## src/rtl/e203_longp_pkg.sv

```systemverilog
// Shared types and sizing for the long-pipe completion tracker.
package e203_longp_pkg;

    localparam int LONGP_DEPTH  = 4;
    localparam int LONGP_ITAG_W = $clog2(LONGP_DEPTH);
    localparam int LONGP_XLEN   = 32;

    typedef struct packed {
        logic [LONGP_XLEN-1:0] wdat;
        logic                  err;
        logic [LONGP_XLEN-1:0] badaddr;
    } cmpl_payload_t;

    localparam int PLD_W = $bits(cmpl_payload_t);

    typedef enum logic {
        SRC_LSU = 1'b0,
        SRC_MDV = 1'b1
    } cmpl_src_e;

endpackage

```

## src/rtl/e203_longp_cmpl_slot.sv

```systemverilog
// One completion slot: done flag plus captured payload from either long pipe.
module e203_longp_cmpl_slot
    import e203_longp_pkg::*;
(
    input  logic             clk,
    input  logic             rst,
    input  logic             set_lsu_i,
    input  logic             set_mdv_i,
    input  logic             clr_i,
    input  logic [PLD_W-1:0] lsu_pld_i,
    input  logic [PLD_W-1:0] mdv_pld_i,
    output logic             done_o,
    output logic [PLD_W-1:0] pld_o
);

    logic             done_q, done_d;
    logic [PLD_W-1:0] pld_q, pld_d;
    cmpl_src_e        src_sel;

    // A new completion beats a retire clear of the same slot (tag re-allocated).
    always_comb begin
        done_d = done_q;
        if (set_lsu_i || set_mdv_i) begin
            done_d = 1'b1;
        end else if (clr_i) begin
            done_d = 1'b0;
        end
    end

    always_comb begin
        src_sel = set_lsu_i ? SRC_LSU : SRC_MDV;
        pld_d   = pld_q;
        if (set_lsu_i || set_mdv_i) begin
            pld_d = (src_sel == SRC_LSU) ? lsu_pld_i : mdv_pld_i;
        end
    end

    always_ff @(posedge clk or posedge rst) begin
        if (rst) begin
            done_q <= 1'b0;
        end else begin
            done_q <= done_d;
        end
    end

    // Payload is only meaningful while done is set, so it carries no reset.
    always_ff @(posedge clk) begin
        pld_q <= pld_d;
    end

    assign done_o = done_q;
    assign pld_o  = pld_q;

endmodule

```

## src/rtl/e203_exu_longp_cmpl.sv

```systemverilog
// Long-pipe completion side of the OITF: out-of-order capture, in-order retire.
module e203_exu_longp_cmpl
    import e203_longp_pkg::*;
#(
    parameter int DEPTH   = LONGP_DEPTH,
    parameter int ITAG_W  = LONGP_ITAG_W,
    parameter int RFIDX_W = 5,
    parameter int XLEN    = LONGP_XLEN,
    parameter int PC_W    = 32
) (
    input  logic               clk,
    input  logic               rst,
    input  logic               lsu_cmpl_valid,
    output logic               lsu_cmpl_ready,
    input  logic [ITAG_W-1:0]  lsu_cmpl_itag,
    input  logic [XLEN-1:0]    lsu_cmpl_wdat,
    input  logic               lsu_cmpl_err,
    input  logic [XLEN-1:0]    lsu_cmpl_badaddr,
    input  logic               mdv_cmpl_valid,
    output logic               mdv_cmpl_ready,
    input  logic [ITAG_W-1:0]  mdv_cmpl_itag,
    input  logic [XLEN-1:0]    mdv_cmpl_wdat,
    input  logic [ITAG_W-1:0]  oitf_ret_ptr,
    input  logic [RFIDX_W-1:0] oitf_ret_rdidx,
    input  logic               oitf_ret_rdwen,
    input  logic               oitf_ret_rdfpu,
    input  logic [PC_W-1:0]    oitf_ret_pc,
    input  logic               oitf_empty,
    output logic               oitf_ret_ena,
    output logic               wbck_o_valid,
    input  logic               wbck_o_ready,
    output logic [RFIDX_W-1:0] wbck_o_rdidx,
    output logic               wbck_o_rdfpu,
    output logic [XLEN-1:0]    wbck_o_wdat,
    output logic               excp_o_valid,
    input  logic               excp_o_ready,
    output logic [PC_W-1:0]    excp_o_pc,
    output logic [XLEN-1:0]    excp_o_badaddr
);

    logic [DEPTH-1:0] done_vec;
    logic [PLD_W-1:0] slot_pld [DEPTH];
    cmpl_payload_t    lsu_pld, mdv_pld, head_pld;
    logic             lsu_fire, mdv_fire, head_done, retire;

    assign lsu_cmpl_ready = ~done_vec[lsu_cmpl_itag];
    assign mdv_cmpl_ready = ~done_vec[mdv_cmpl_itag];
    assign lsu_fire       = lsu_cmpl_valid & lsu_cmpl_ready;
    assign mdv_fire       = mdv_cmpl_valid & mdv_cmpl_ready;

    always_comb begin
        lsu_pld = '{wdat: lsu_cmpl_wdat, err: lsu_cmpl_err, badaddr: lsu_cmpl_badaddr};
        mdv_pld = '{wdat: mdv_cmpl_wdat, err: 1'b0, badaddr: '0};
    end

    for (genvar i = 0; i < DEPTH; i++) begin : g_slot
        e203_longp_cmpl_slot u_slot (
            .clk       (clk),
            .rst       (rst),
            .set_lsu_i (lsu_fire && (lsu_cmpl_itag == ITAG_W'(i))),
            .set_mdv_i (mdv_fire && (mdv_cmpl_itag == ITAG_W'(i))),
            .clr_i     (retire && (oitf_ret_ptr == ITAG_W'(i))),
            .lsu_pld_i (lsu_pld),
            .mdv_pld_i (mdv_pld),
            .done_o    (done_vec[i]),
            .pld_o     (slot_pld[i])
        );
    end

    // Valid/ready: a request holds valid with stable payload until ready is seen;
    // the transfer (and the retire) happens on the cycle both are high.
    always_comb begin
        head_pld  = cmpl_payload_t'(slot_pld[oitf_ret_ptr]);
        head_done = done_vec[oitf_ret_ptr] & ~oitf_empty;
        excp_o_valid = head_done & head_pld.err;
        wbck_o_valid = head_done & ~head_pld.err & oitf_ret_rdwen;
        if (head_pld.err) begin
            retire = head_done & excp_o_ready;
        end else if (oitf_ret_rdwen) begin
            retire = head_done & wbck_o_ready;
        end else begin
            retire = head_done;
        end
    end

    assign oitf_ret_ena   = retire;
    assign wbck_o_rdidx   = oitf_ret_rdidx;
    assign wbck_o_rdfpu   = oitf_ret_rdfpu;
    assign wbck_o_wdat    = head_pld.wdat;
    assign excp_o_pc      = oitf_ret_pc;
    assign excp_o_badaddr = head_pld.badaddr;

    a_no_same_tag: assert property (@(posedge clk) disable iff (rst)
        !(lsu_cmpl_valid && mdv_cmpl_valid && (lsu_cmpl_itag == mdv_cmpl_itag)));
    a_lsu_not_done: assert property (@(posedge clk) disable iff (rst)
        lsu_fire |-> !done_vec[lsu_cmpl_itag]);
    a_mdv_not_done: assert property (@(posedge clk) disable iff (rst)
        mdv_fire |-> !done_vec[mdv_cmpl_itag]);
    a_no_retire_empty: assert property (@(posedge clk) disable iff (rst)
        oitf_empty |-> !retire);

endmodule
```

## config.mk

```make
export PLATFORM = sky130hd
export DESIGN_NAME = e203_exu_longp_cmpl
export DESIGN_NICKNAME = d
export VERILOG_FILES = /design/src/rtl/e203_longp_pkg.sv /design/src/rtl/e203_longp_cmpl_slot.sv /design/src/rtl/e203_exu_longp_cmpl.sv
export SDC_FILE = /design/constraint.sdc
export NUM_CORES = 1
export LEC_CHECK = 0
export BUFFER_PORTS_ARGS = -buffer_cell sky130_fd_sc_hd__clkbuf_2
export CAP_MARGIN = 5
export CORE_MARGIN = 2
export CORE_UTILIZATION = 55
export DETAILED_ROUTE_END_ITERATION = 16
export PLACE_DENSITY = 0.81
export SYNTH_ARGS = -nofsm -noshare
export SYNTH_HDL_FRONTEND = slang
export SYNTH_SLANG_ARGS = --single-unit
export TNS_END_PERCENT = 5
```

## constraint.sdc

```tcl
create_clock -name clk -period 4.3 [get_ports clk]
set_input_delay 0.86 -clock clk [delete_from_list [all_inputs] [get_ports clk]]
set_output_delay 0.86 -clock clk [all_outputs]
set_load 0.05 [all_outputs]
```

# Word level (Yosys, flattened, before mapping)
# Cells that the tools add are included.
[totals]
reg_bits = 264
inputBits = 149
output_inout_bits = 107
elab_cells = 84
[classes]
magnitude_cmp = 4
n_eq_ne = 9
n_mux = 23
bitwise_logic = 13
reduce_logical = 23
[ops]
columns = ["operator", "n"]
rows = [
  ["two-way mux 65 bit", 6],
  ["binary-select mux 65 bit (select 2 bit)", 1],
  ["two-way mux 1 bit", 13],
  ["== test 2 bit (second input constant)", 6],
  ["logical AND 1 bit", 12],
  ["less-than comparator 2 x 3 -> 1 bit (second input constant)", 3],
  ["bitwise AND 1 bit", 8],
  ["nonzero test 2 bit", 4],
  ["binary-select mux 1 bit (select 2 bit)", 3],
  ["== test 2 x 1 -> 1 bit (second input constant)", 3],
  ["zero test 2 bit", 3],
  ["logical OR 1 bit", 4],
  ["NOT 1 bit", 4],
  ["greater-or-equal comparator 3 bit (second input constant)", 1],
  ["NOT 2 -> 3 bit", 1],
]

# Logic depth before layout (Yosys ltp)
# Gate-level depths: netlist of the first run.
[depth]
depth_word = 9
depth_mapped = 5
mapped_depth_nobuf = 3

# Hierarchy
# From an unflattened synthesis of the first run, not the netlist that was laid out.
[unflattened]
hier_cells = 716
area_unflattened_um2 = 13850.8
[modules_own_cells]
columns = ["module", "n_inst", "cells_each", "area_each_um2", "seq_area_each_um2"]
rows = [
  ["e203_longp_cmpl_slot", 4, 142, 2946.6, 1976.9],
  ["e203_exu_longp_cmpl", 1, 148, 2064.5, 0.0],
]

# Worst setup path after synthesis of the first run
# OpenSTA, ideal clock, no wires.
[synth_path]
path_kind = "input port to flip-flop"
start = "input lsu_cmpl_valid"
end = "register g_slot[3].u_slot.pld_q[0] (enable)"
setup_time_ns = 0.434
t_arrival_ns = 2.995
t_required_ns = 3.866
path_slack_ns = 0.871
cell_stages = 4
path_buffers = 2
path_cell_list = "and4b_1 clkbuf_1 buf_2 nand2b_1"
[synth_between]
elab_chain_cells = 3
[synth_rtl]
columns = ["item", "line_no", "rtl"]
rows = [
  ["start, declared", "e203_exu_longp_cmpl.sv:13", "input logic lsu_cmpl_valid,"],
  ["bitwise AND 1 bit", "e203_exu_longp_cmpl.sv:48", "assign lsu_fire = lsu_cmpl_valid & lsu_cmpl_ready;"],
  ["logical AND 1 bit", "e203_exu_longp_cmpl.sv:60", ".set_lsu_i (lsu_fire && (lsu_cmpl_itag == ITAG_W'(i))),"],
  ["logical OR 1 bit", "e203_longp_cmpl_slot.sv:33", "if (set_lsu_i || set_mdv_i) begin"],
  ["end signal, assigned", "e203_longp_cmpl_slot.sv:48", "pld_q <= pld_d;"],
  ["end, declared", "e203_longp_cmpl_slot.sv:17", "logic [PLD_W-1:0] pld_q, pld_d;"],
]
# No other way between the ends.
# A chain may end at the register's enable or synchronous reset.

# Final worst setup path of the first run
[layout_path]
start = "input oitf_ret_ptr[0]"
end = "output oitf_ret_ena"
[layout_between]
elab_chain_cells = 6
word_cells_on_any_way = 11
cone_classes = "mux (7); bitwise (4)"
[layout_rtl]
columns = ["item", "line_no", "rtl"]
rows = [
  ["start, declared", "e203_exu_longp_cmpl.sv:23", "input logic [ITAG_W-1:0] oitf_ret_ptr,"],
  ["binary-select mux 1 bit (select 2 bit)", "e203_exu_longp_cmpl.sv:74", "head_done = done_vec[oitf_ret_ptr] & ~oitf_empty;"],
  ["two-way mux 1 bit (not written as such)", "e203_exu_longp_cmpl.sv:74", ""],
  ["bitwise AND 1 bit", "e203_exu_longp_cmpl.sv:74", ""],
  ["bitwise AND 1 bit", "e203_exu_longp_cmpl.sv:80", "retire = head_done & wbck_o_ready;"],
  ["two-way mux 1 bit", "e203_exu_longp_cmpl.sv:79", "end else if (oitf_ret_rdwen) begin"],
  ["two-way mux 1 bit *", "e203_exu_longp_cmpl.sv:77", "if (head_pld.err) begin"],
  ["end, declared", "e203_exu_longp_cmpl.sv:29", "output logic oitf_ret_ena,"],
]
# Every way passes the cells marked *; elsewhere a longest branch is shown, timed or not. The select of a mux whose other input is x is not followed.

==> results of run 1 <==
logic make-up after synthesis:
| family | Yosys count | synth area share, % |
|---|---|---|
| mux | 198 | 23.95 |
| flops | 264 | 63.41 |
| simple gates | 152 | 7.786 |
| buf+inv | 90 | 4.184 |
| compound gates | 8 | 0.6722 |
state kept, by name, summed over array words and instances (netlist names):
name,flops
g_slot.u_slot.pld_o,260
g_slot.u_slot.done_o,4
critical path: cells and delay by family:
family / cells / cell delay (ps)
mux: 2 / 950
simple gates: 1 / 150
buf+inv: 2 / 570
metal layers:
layer / wire [um] / share of wire [%]
met4: 789 / 3.1
met5: 0 / 0
met2: 12420 / 49
met1: 10600 / 42
met3: 1699 / 6.7
cells in the mapped netlist, drive strengths merged, types with 2 or more instances:
library cell  instances  share of area (%)
inv                   7               0.21
and2                134                6.7
nand2b                2               0.10
nor2                  4               0.12
clkbuf               19               0.57
mux2                130                 12
buf                  64                3.4
mux4                 67                 12
dfrtp                 4               0.80
and4bb                2               0.20
edfxtp              260                 63
a31oi                 2               0.10
a41oi                 2               0.26
power by group through the flow:
| stage | combinational, mW | clock, mW | sequential (mW) |
|---|---|---|---|
| after floorplan | 0.996 | 0 | 3.26 |
| after global placement | 1.25 | 0 | 3.27 |
| after detailed placement | 1.27 | 0 | 3.29 |
| after CTS | 1.27 | 2.22 | 3.23 |
| after global routing | 1.33 | 2.31 | 3.25 |
| final | 1.25 | 2.18 | 3.23 |
cell type report:
class	instances	area (um2)
diodes	2	5.005
clock buffers	35	705.7
flip-flops and latches	264	7908
inverters	7	26.28
clock inverters	14	115.1
fillers	1611	8188
multi-input cells	358	4074
well taps	285	356.6
repair buffers	193	1056
worst paths after layout:
| kind | from | end | cells past startpoint | slack [ps] |
|---|---|---|---|---|
| worst max-delay path | oitf_ret_ptr[0] | oitf_ret_ena | 5 | 910 |
| worst min-delay path | rst | g_slot[3].u_slot.done_o$_DFFE_PP0P_ | 2 | 210 |
| worst max register to register | g_slot[0].u_slot.done_o$_DFFE_PP0P_ | g_slot[0].u_slot.pld_o[58]$_DFFE_PP_ | 3 | 1980 |
| worst min register to register | g_slot[2].u_slot.done_o$_DFFE_PP0P_ | g_slot[2].u_slot.done_o$_DFFE_PP0P_ | 2 | 630 |
| max in group asynchronous | rst | g_slot[1].u_slot.done_o$_DFFE_PP0P_ | 2 | 3950 |
| min in group clk | g_slot[2].u_slot.done_o$_DFFE_PP0P_ | g_slot[2].u_slot.done_o$_DFFE_PP0P_ | 2 | 630 |
metrics by stage:
step / hold slack (ps) / instance area (um2) / cells / power, mW / utilization (%)
floorplan: 549.0 / 12470 / 712 / 4.252 / -
global placement: 619.6 / 13420 / 1107 / 4.523 / 59.82
detailed placement: 628.5 / 13420 / 1107 / 4.554 / 59.82
CTS: 194.1 / 14240 / 1156 / 6.724 / 63.48
global route: 210.4 / 14240 / 1157 / 6.893 / 63.49
finish: 210.9 / 14250 / 1158 / 6.666 / 63.50
==> results.cfg, run 1 <==
[status]
status = finished, final reports clean

[timing]
max_slew.worst_pin.slew_ps = 1095
finalClockSkew_ps = 5.197
tns_ps = 0
slew_headroom_pct = 27.01
max_freq_mhz = 295.1
setup_viol = 0
finalCritPeriodShare_pct = 78.80
setup_slack_ps = 911.5
rsz0062_at_grt = false
final_max_slew_viol_count = 0
final_hold_viol_count = 0
layout_min_cycle_time_ps = 3389

[grt]
met2_usage_pct = 35.20
antenna_found_initial = 2
grt_use_total_pct = 21.32
gr-total-overflow = 0
top_usage_layer = met2
use_met3_pct = 4.007
grt_first_pass_wirelength_um = 38950
grt_pass1_vias = 6963
grt_max_degree = 67
gr-usage-met1_pct = 28.74

[power]
power_density_nw_per_um2 = 467.9
max-vdd-ir-drop_mv = 0.3604
clkPwrFrac_pct = 32.7
p_int_mw = 4.852
pwr-share-comb_pct = 18.8
switching_power_mw = 1.814
seqPwrFrac_pct = 48.5
p_leak_nw = 5.112
switching_share_pct = 27.22

[detailed_routing]
drc_errors = 0
ant_nets = 0
wl_per_cell_um = 22.03
wirelength_um = 25510
drtIter0Drc = 552
post_drt_via_cell_ratio = 5.739
vias = 6646
dr.pass1.iters = 5

[clock_network]
cts_resized = 0
holdBufCountCts = 0
h-tree-depth = 1
cts_setup_buffers = 0
cts_sinks = 264
numCtsBuffers = 27
insertion_delay_ps = 510
cts.path.max_buffers = 3
cts_tree = done
root_buffer = clkbuf_16
clkTransAtPathRegs_ps = 60

[floorplan]
die_x_um = 154.6
die_h_um = 154.6
die-area_um2 = 23900
core_um2 = 22430
placementRows = 55
start_util_pct = 55.59
num_io_pins = 256

[layout]
drive_gt1_share_pct = 50.06
syn_to_final_growth_pct = 14.24
layout.nets = 1000
final_common_cell = edfxtp_1
final_cell_mix = 260 x edfxtp_1, 177 x clkbuf_2, 134 x and2_1, 129 x mux2_2, 67 x mux4_2

[flow_run]
cap_violations = 0

[placement]
gp_congestion = 0.7450
place.port_buffers = 179
post-dp-hpwl_um = 15210
dp_slack_ps = 878.8

[synthesis]
ys_async_sr_fraction_pct = 1.515
syn_avg_cell_area_um2 = 17.52
yosys_warnings = 0
syn_area_um2 = 12470
synth-edff-count = 260
synth_seq_cells = 264
yosysUniqueCellTypes = 32
ys.flop_type = edfxtp_1
synthCells = 712
yosysSeqAreaShare_pct = 63.41
synth_nets = 861

[worst_setup_path]
crit_slowest_cell = mux4_2
endpoint_kind = primary output
required_ps = 3440
path_class = primary input to primary output
max_stage_delay_ps = 590
critPathLaunchType = primary input
arrival_ps = 2530
path_cells = buf_4 > mux4_2 > mux2_4 > and2_1 > clkbuf_2
path_max_fanout = 20

[min_path]
hp-class = primary input to async pin
(Power assumes the default switching activity.)
==> run 2: changes to the inputs <==
--- a/config.mk
+++ b/config.mk
@@ -5,12 +5,13 @@
 export SDC_FILE = /design/constraint.sdc
 export NUM_CORES = 1
 export LEC_CHECK = 0
+export ABC_AREA = 1
 export BUFFER_PORTS_ARGS = -buffer_cell sky130_fd_sc_hd__clkbuf_2
 export CAP_MARGIN = 5
 export CORE_MARGIN = 2
-export CORE_UTILIZATION = 55
+export CORE_UTILIZATION = 50
 export DETAILED_ROUTE_END_ITERATION = 16
-export PLACE_DENSITY = 0.81
+export PLACE_DENSITY = 0.78
 export SYNTH_ARGS = -nofsm -noshare
 export SYNTH_HDL_FRONTEND = slang
 export SYNTH_SLANG_ARGS = --single-unit
==> constraint.sdc (replaced) <==
create_clock -name clk -period 3.1 [get_ports clk]
set_input_delay 0.62 -clock clk [delete_from_list [all_inputs] [get_ports clk]]
set_output_delay 0.62 -clock clk [all_outputs]
set_load 0.05 [all_outputs]
==> run 2 against run 1 <==
Flip-flop and latch count unchanged. Total power increased by 28%. Global-route usage increased by 1.8 points. Critical path depth increased by 2. Critical endpoint is now excp_o_badaddr[19]. Highest routed layer unchanged.
==> results.cfg, run 2 <==
[layout]
final_common_cell = nand2_1
final_cell_mix = 270 x nand2_1, 260 x edfxtp_1, 179 x clkbuf_2, 138 x nor2_1, 128 x o21ai_0
diodes = 0
fill_cells = 1938
fin_util_pct = 59.02
layout.nets = 1417
drive_gt1_share_pct = 19.14
largest_reg_flops = 260
fin_area_um2 = 13890
syn_to_final_growth_pct = 15.35

[grt]
grt_max_degree = 98
antenna_found_initial = 0
grt_pass1_vias = 8851
grt_use_total_pct = 23.09
gr-total-overflow = 0
grt_first_pass_wirelength_um = 46510

[timing]
layout_min_cycle_time_ps = 2656
finalCritPeriodShare_pct = 85.67
setup_viol = 0
rsz0062_at_grt = false
slew_headroom_pct = 65.28
final_hold_viol_count = 0
finalClockSkew_ps = 19.43
final_max_slew_viol_count = 0
max_freq_mhz = 376.5
max_slew.worst_pin.slew_ps = 520.8
setup_slack_ps = 444.2

[detailed_routing]
vias = 8798
ant_nets = 0
post_drt_via_cell_ratio = 5.485
wirelength_um = 29550
drtIter0Drc = 831
wl_per_cell_um = 18.42
dr.pass1.iters = 5
drc_errors = 0

[placement]
gp_congestion = 0.7899
dpl_cell_area_um2 = 13130
dp_slack_ps = 430.1
post-dp-hpwl_um = 17690
place.port_buffers = 179

[floorplan]
placementRows = 56
die-area_um2 = 25350
core_um2 = 23540
die_h_um = 159.2
die_x_um = 159.2
num_io_pins = 256
start_util_pct = 51.16

[worst_setup_path]
critical_path.startpoint = oitf_ret_ptr[0]
arrival_ps = 2040
critPathLaunchType = primary input
timing.rr.start = g_slot[0].u_slot.done_o$_DFFE_PP0P_
required_ps = 2480
endpoint_kind = primary output
path_max_fanout = 16
path_class = primary input to primary output

[synthesis]
ys_async_sr_fraction_pct = 1.515
synth_nets = 1294
synthCells = 1145
syn_area_um2 = 12050
synth_seq_cells = 264
yosysSeqAreaShare_pct = 65.65
yosys.area.top_type = edfxtp_1
ys.flop_type = edfxtp_1
synth_common_cells = 274 x nand2_1, 260 x edfxtp_1, 139 x nor2_1
netlist.area_leader.share_pct = 64.82
yosysUniqueCellTypes = 21
synth-edff-count = 260
synth_most_common_cell = nand2_1
syn_avg_cell_area_um2 = 10.52
synth_top_cells_by_area = edfxtp_1 65%, nand2_1 8.5%, a22oi_1 5.5%
yosys_warnings = 0

[clock_network]
clkTransAtPathRegs_ps = 60
cts.path.max_buffers = 3
cts_sinks = 264
insertion_delay_ps = 530
cts_resized = 0
cts_setup_buffers = 0
h-tree-depth = 1
numCtsBuffers = 26
cts_tree = done
root_buffer = clkbuf_16

[status]
status = finished, final reports clean

[min_path]
worstHoldStart = mdv_cmpl_wdat[5]
hp-class = primary input to flip-flop

[power]
seqPwrFrac_pct = 50.7
power_density_nw_per_um2 = 614.9
p_leak_nw = 5.843
clkPwrFrac_pct = 33.0
switching_share_pct = 27.81
p_int_mw = 6.168
pwr-share-comb_pct = 16.3
max-vdd-ir-drop_mv = 0.4000
switching_power_mw = 2.376

[flow_run]
cap_violations = 0
## run 2: area by class of cell
type	count	area [um2]	area share, %
repair buffers	203	1254	9.023
multi-input cells	692	3279	23.60
inverters	81	304.0	2.188
well taps	319	399.1	2.873
flip-flops and latches	264	7908	56.91
clock inverters	11	48.80	0.3512
clock buffers	34	701.9	5.052
## run 2: repair_timing
action | in CTS | in global routing
hold endpoints to repair | 4 | 0
endpoints found under the setup margin | 0 | 0
hold buffers | 1 | 0
## run 2: kinds of logic (layout without fill, tap and decap cells)
logic type	Yosys count	in the layout	share of synthesized area (%)
AND/OR/NAND/NOR	473	473	15.74
buffers and inverters	189	329	7.624
multiplexers	1	1	0.08310
AO/OA/AOI/OAI	218	218	10.91
flip-flops	264	264	65.65
## run 2: metal layers
| layer | part of all wire, % | vias to the layer above | routed length (um) | GRT usage (%) |
|---|---|---|---|---|
| met5 | 0 | - | 0 | 0 |
| met4 | 2.0 | 0 | 592 | 7.645 |
| met3 | 8.6 | 42 | 2529 | 4.558 |
| met2 | 49 | 404 | 14500 | 38.77 |
| met1 | 40 | 4188 | 11930 | 30.36 |
| li1 | - | 4164 | - | - |
## run 2: stage by stage
stage               hold WS (ps)  instances  power (mW)  setup TNS (ps)
floorplan                  386.1       1145       5.431          -40430
global placement           493.7       1558       5.758               0
detailed placement         490.7       1558       5.799               0
CTS                        401.3       1604       8.590               0
global route               433.0       1604       8.840               0
finish                     419.1       1604       8.544               0
## run 2: worst paths after layout
| check | endpoint | slack [ps] | cells after the start |
|---|---|---|---|
| min in group asynchronous | g_slot[2].u_slot.done_o$_DFFE_PP0P_ | 520 | 3 |
| hold / removal | g_slot[1].u_slot.pld_o[38]$_DFFE_PP_ | 420 | 3 |
| setup / recovery | excp_o_badaddr[19] | 440 | 7 |
| hold reg to reg | g_slot[3].u_slot.done_o$_DFFE_PP0P_ | 580 | 2 |
| setup reg to reg | g_slot[2].u_slot.pld_o[33]$_DFFE_PP_ | 940 | 7 |
| max in group asynchronous | g_slot[3].u_slot.done_o$_DFFE_PP0P_ | 2430 | 3 |
## run 2: power by group through the flow
stage	Clock (mW)	Sequential (mW)	Combinational, mW
floorplan	0	4.38	1.05
finish	2.82	4.33	1.39
CTS	2.86	4.33	1.40
global route	2.98	4.35	1.51
detailed placement	0	4.40	1.40
global placement	0	4.39	1.37
## run 2: worst max-delay path, cell delays in order
cell and delay, ps:
clkbuf_2 190, nand2_1 90, inv_2 320, buf_4 320, a22oi_1 130, nand2_1 70
clkbuf_2 270
==> run 3: changes to the inputs <==
--- a/config.mk
+++ b/config.mk
@@ -8,11 +8,13 @@
 export ABC_AREA = 1
 export BUFFER_PORTS_ARGS = -buffer_cell sky130_fd_sc_hd__clkbuf_2
 export CAP_MARGIN = 5
+export CORE_ASPECT_RATIO = 1.75
 export CORE_MARGIN = 2
-export CORE_UTILIZATION = 50
+export CORE_UTILIZATION = 51
 export DETAILED_ROUTE_END_ITERATION = 16
 export PLACE_DENSITY = 0.78
 export SYNTH_ARGS = -nofsm -noshare
 export SYNTH_HDL_FRONTEND = slang
+export SYNTH_HIERARCHICAL = 1
 export SYNTH_SLANG_ARGS = --single-unit
 export TNS_END_PERCENT = 5
==> run 3 against run 2 <==
Final area up 14%. Register-to-register slack lost 100 ps. Combinational power is 14% higher. Sequential power about the same. Sequential share of layout area decreased by 7.1 points. Core utilization is 2.1 points higher. Largest cell class unchanged.
==> results.cfg, run 3 <==
[detailed_routing]
drc_errors = 0
drtIter0Drc = 1391
wl_per_cell_um = 19.67
wirelength_um = 41630
ant_nets = 0
dr.pass1.iters = 7
vias = 11540
post_drt_via_cell_ratio = 5.456

[floorplan]
core_um2 = 25960
num_io_pins = 256
die_x_um = 126.9
placementRows = 78
die-area_um2 = 27820
start_util_pct = 51.96
die_h_um = 219.1

[min_path]
hp-class = primary input to flip-flop

[synthesis]
synth_most_common_cell = nand2_1
synth_seq_cells = 264
yosys.area.top_type = edfxtp_1
synthCells = 1530
synth_common_cells = 875 x nand2_1, 260 x edfxtp_1, 133 x nand3_1
syn_avg_cell_area_um2 = 8.816
yosysSeqAreaShare_pct = 58.63
synth_top_cells_by_area = edfxtp_1 58%, nand2_1 24%, nand3_1 4.9%
synth-edff-count = 260
ys_async_sr_fraction_pct = 1.515
syn_area_um2 = 13490
yosys_warnings = 6
ys.flop_type = edfxtp_1
yosysUniqueCellTypes = 21
netlist.area_leader.share_pct = 57.88

[layout]
fin_util_pct = 61.10
fill_cells = 2155
multiInputGateArea_um2 = 5120
fin_cells = 2116
final_common_cell = nand2_1
drive_gt1_share_pct = 15.33
seq_area_um2 = 7908
final_cell_mix = 875 x nand2_1, 260 x edfxtp_1, 167 x clkbuf_2, 133 x nand3_1, 132 x conb_1
syn_to_final_growth_pct = 17.59
largest_reg_flops = 260
layout.nets = 1925

[power]
p_leak_nw = 7.309
max-vdd-ir-drop_mv = 0.4070
power_mw = 8.933
power_density_nw_per_um2 = 563.2

[worst_setup_path]
endpoint_kind = primary output
arrival_ps = 2080
worstPathBufferInverterCount = 4
path_cells = clkbuf_2 > inv_2 > buf_4 > nand3_1 > nand4_1 > nand4_1 > nand2_1 > clkbuf_2
path_max_fanout = 17
ff2ff_setup_slack_ps = 840
crit_slowest_cell = clkbuf_2
critPathLaunchType = primary input
required_ps = 2480
path_class = primary input to primary output
path_delay_family = buffers and inverters
max_stage_delay_ps = 280

[clock_network]
root_buffer = clkbuf_16
clkTransAtPathRegs_ps = 70
cts_resized = 0
insertion_delay_ps = 540
h-tree-depth = 1
numCtsBuffers = 25
cts_setup_buffers = 0
cts.path.max_buffers = 3
cts_tree = done
cts_sinks = 264

[timing]
max_freq_mhz = 370.0
final_max_slew_viol_count = 0
final_hold_viol_count = 0
rsz0062_at_grt = false
slew_headroom_pct = 50.29
finalClockSkew_ps = 9.728
setup_viol = 0
hold_slack_ps = 396.4
max_slew.worst_pin.slew_ps = 745.6
tns_ps = 0
layout_min_cycle_time_ps = 2703
finalCritPeriodShare_pct = 87.18

[flow_run]
cap_violations = 0

[grt]
grt_first_pass_wirelength_um = 62120
grt_pass1_vias = 11590
antenna_found_initial = 3
grt_use_total_pct = 29.32
gr-total-overflow = 0
grt_max_degree = 66

[placement]
place.port_buffers = 179
post-dp-hpwl_um = 25450
post-place-cells = 2068
gp_congestion = 0.8414

[status]
status = finished, final reports clean
run 3: cell count changes after synthesis, sizes merged:
cell,previous run,this run
nand4,6,10
and3,0,2
nor3,1,5
clkbuf,54,7
inv,81,32
conb,0,1
nor2,140,8
nand2,274,875
a22oi,89,63
buf,54,123
mux2i,1,0
a21oi,1,4
o21ai,128,2
nand3,51,133
run 3: routing by layer:
metal  wire length, um  share of wire (%)  global-route usage (%)  vias up
li1                  -                  -                       -     5379
met1             14260                 34                   32.48     5357
met2             21010                 50                   51.99      639
met3              4042                9.7                   4.754      167
met4              2305                5.5                   18.64        2
met5                13              0.031                       0        -
run 3: kinds of logic (layout without fill, tap and decap cells):
| family | count (synthesis) | after routing | share of synthesized area, % |
|---|---|---|---|
| other | 1 | 134 | 0.02780 |
| flip-flops | 264 | 264 | 58.63 |
| buffers and inverters | 162 | 295 | 7.236 |
| AND/OR/NAND/NOR | 1034 | 1034 | 30.38 |
| AO/OA/AOI/OAI | 69 | 69 | 3.729 |
run 3: worst paths after layout:
kind	start	to	depth (start not counted)
max reg2reg	g_slot[0].u_slot/done_o$_DFFE_PP0P_	g_slot[3].u_slot/pld_o[42]$_DFFE_PP_	8
min reg2reg	g_slot[0].u_slot/done_o$_DFFE_PP0P_	g_slot[0].u_slot/done_o$_DFFE_PP0P_	2
max in group asynchronous	rst	g_slot[0].u_slot/done_o$_DFFE_PP0P_	3
min in group asynchronous	rst	g_slot[1].u_slot/done_o$_DFFE_PP0P_	3
min	lsu_cmpl_wdat[31]	g_slot[2].u_slot/pld_o[64]$_DFFE_PP_	3
max	oitf_ret_ptr[0]	oitf_ret_ena	8
run 3: worst reg2reg max path, cell delays in order (launching register included):
cell and delay, ps:
dfrtp_1 410, inv_1 90, o21ai_0 80, nand2_1 80, nand4_1 130, nor3_2 380, nor2_1 140, clkinv_2 340
buf_12 280
run 3: final cells by class:
cell class	instances	share of cell area [%]
Sequential cell	264	49.86
Multi-Input combinational cell	1235	32.28
Timing Repair Buffer	218	9.435
Clock buffer	33	4.323
Tap cell	320	2.524
Inverter	32	0.8362
Clock inverter	12	0.7100
Antenna cell	2	0.03156
run 3: through the flow:
stage	instance area (um2)	setup WS (ps)
after floorplan	13990	-45.68
after global placement	15050	473.1
after detailed placement	15050	442.5
after CTS	15860	437.9
after global routing	15860	334.2
final	15860	397.4
run 3: what timing repair did:
action,CTS,global route
endpoints found under the hold margin,4,0
hold buffers,1,0
setup endpoints to repair,0,0
run 3: where the power goes:
group | switching (mW) | internal [mW]
logic | 1.17 | 0.425
registers | 0.0746 | 4.23
clock network | 1.32 | 1.72
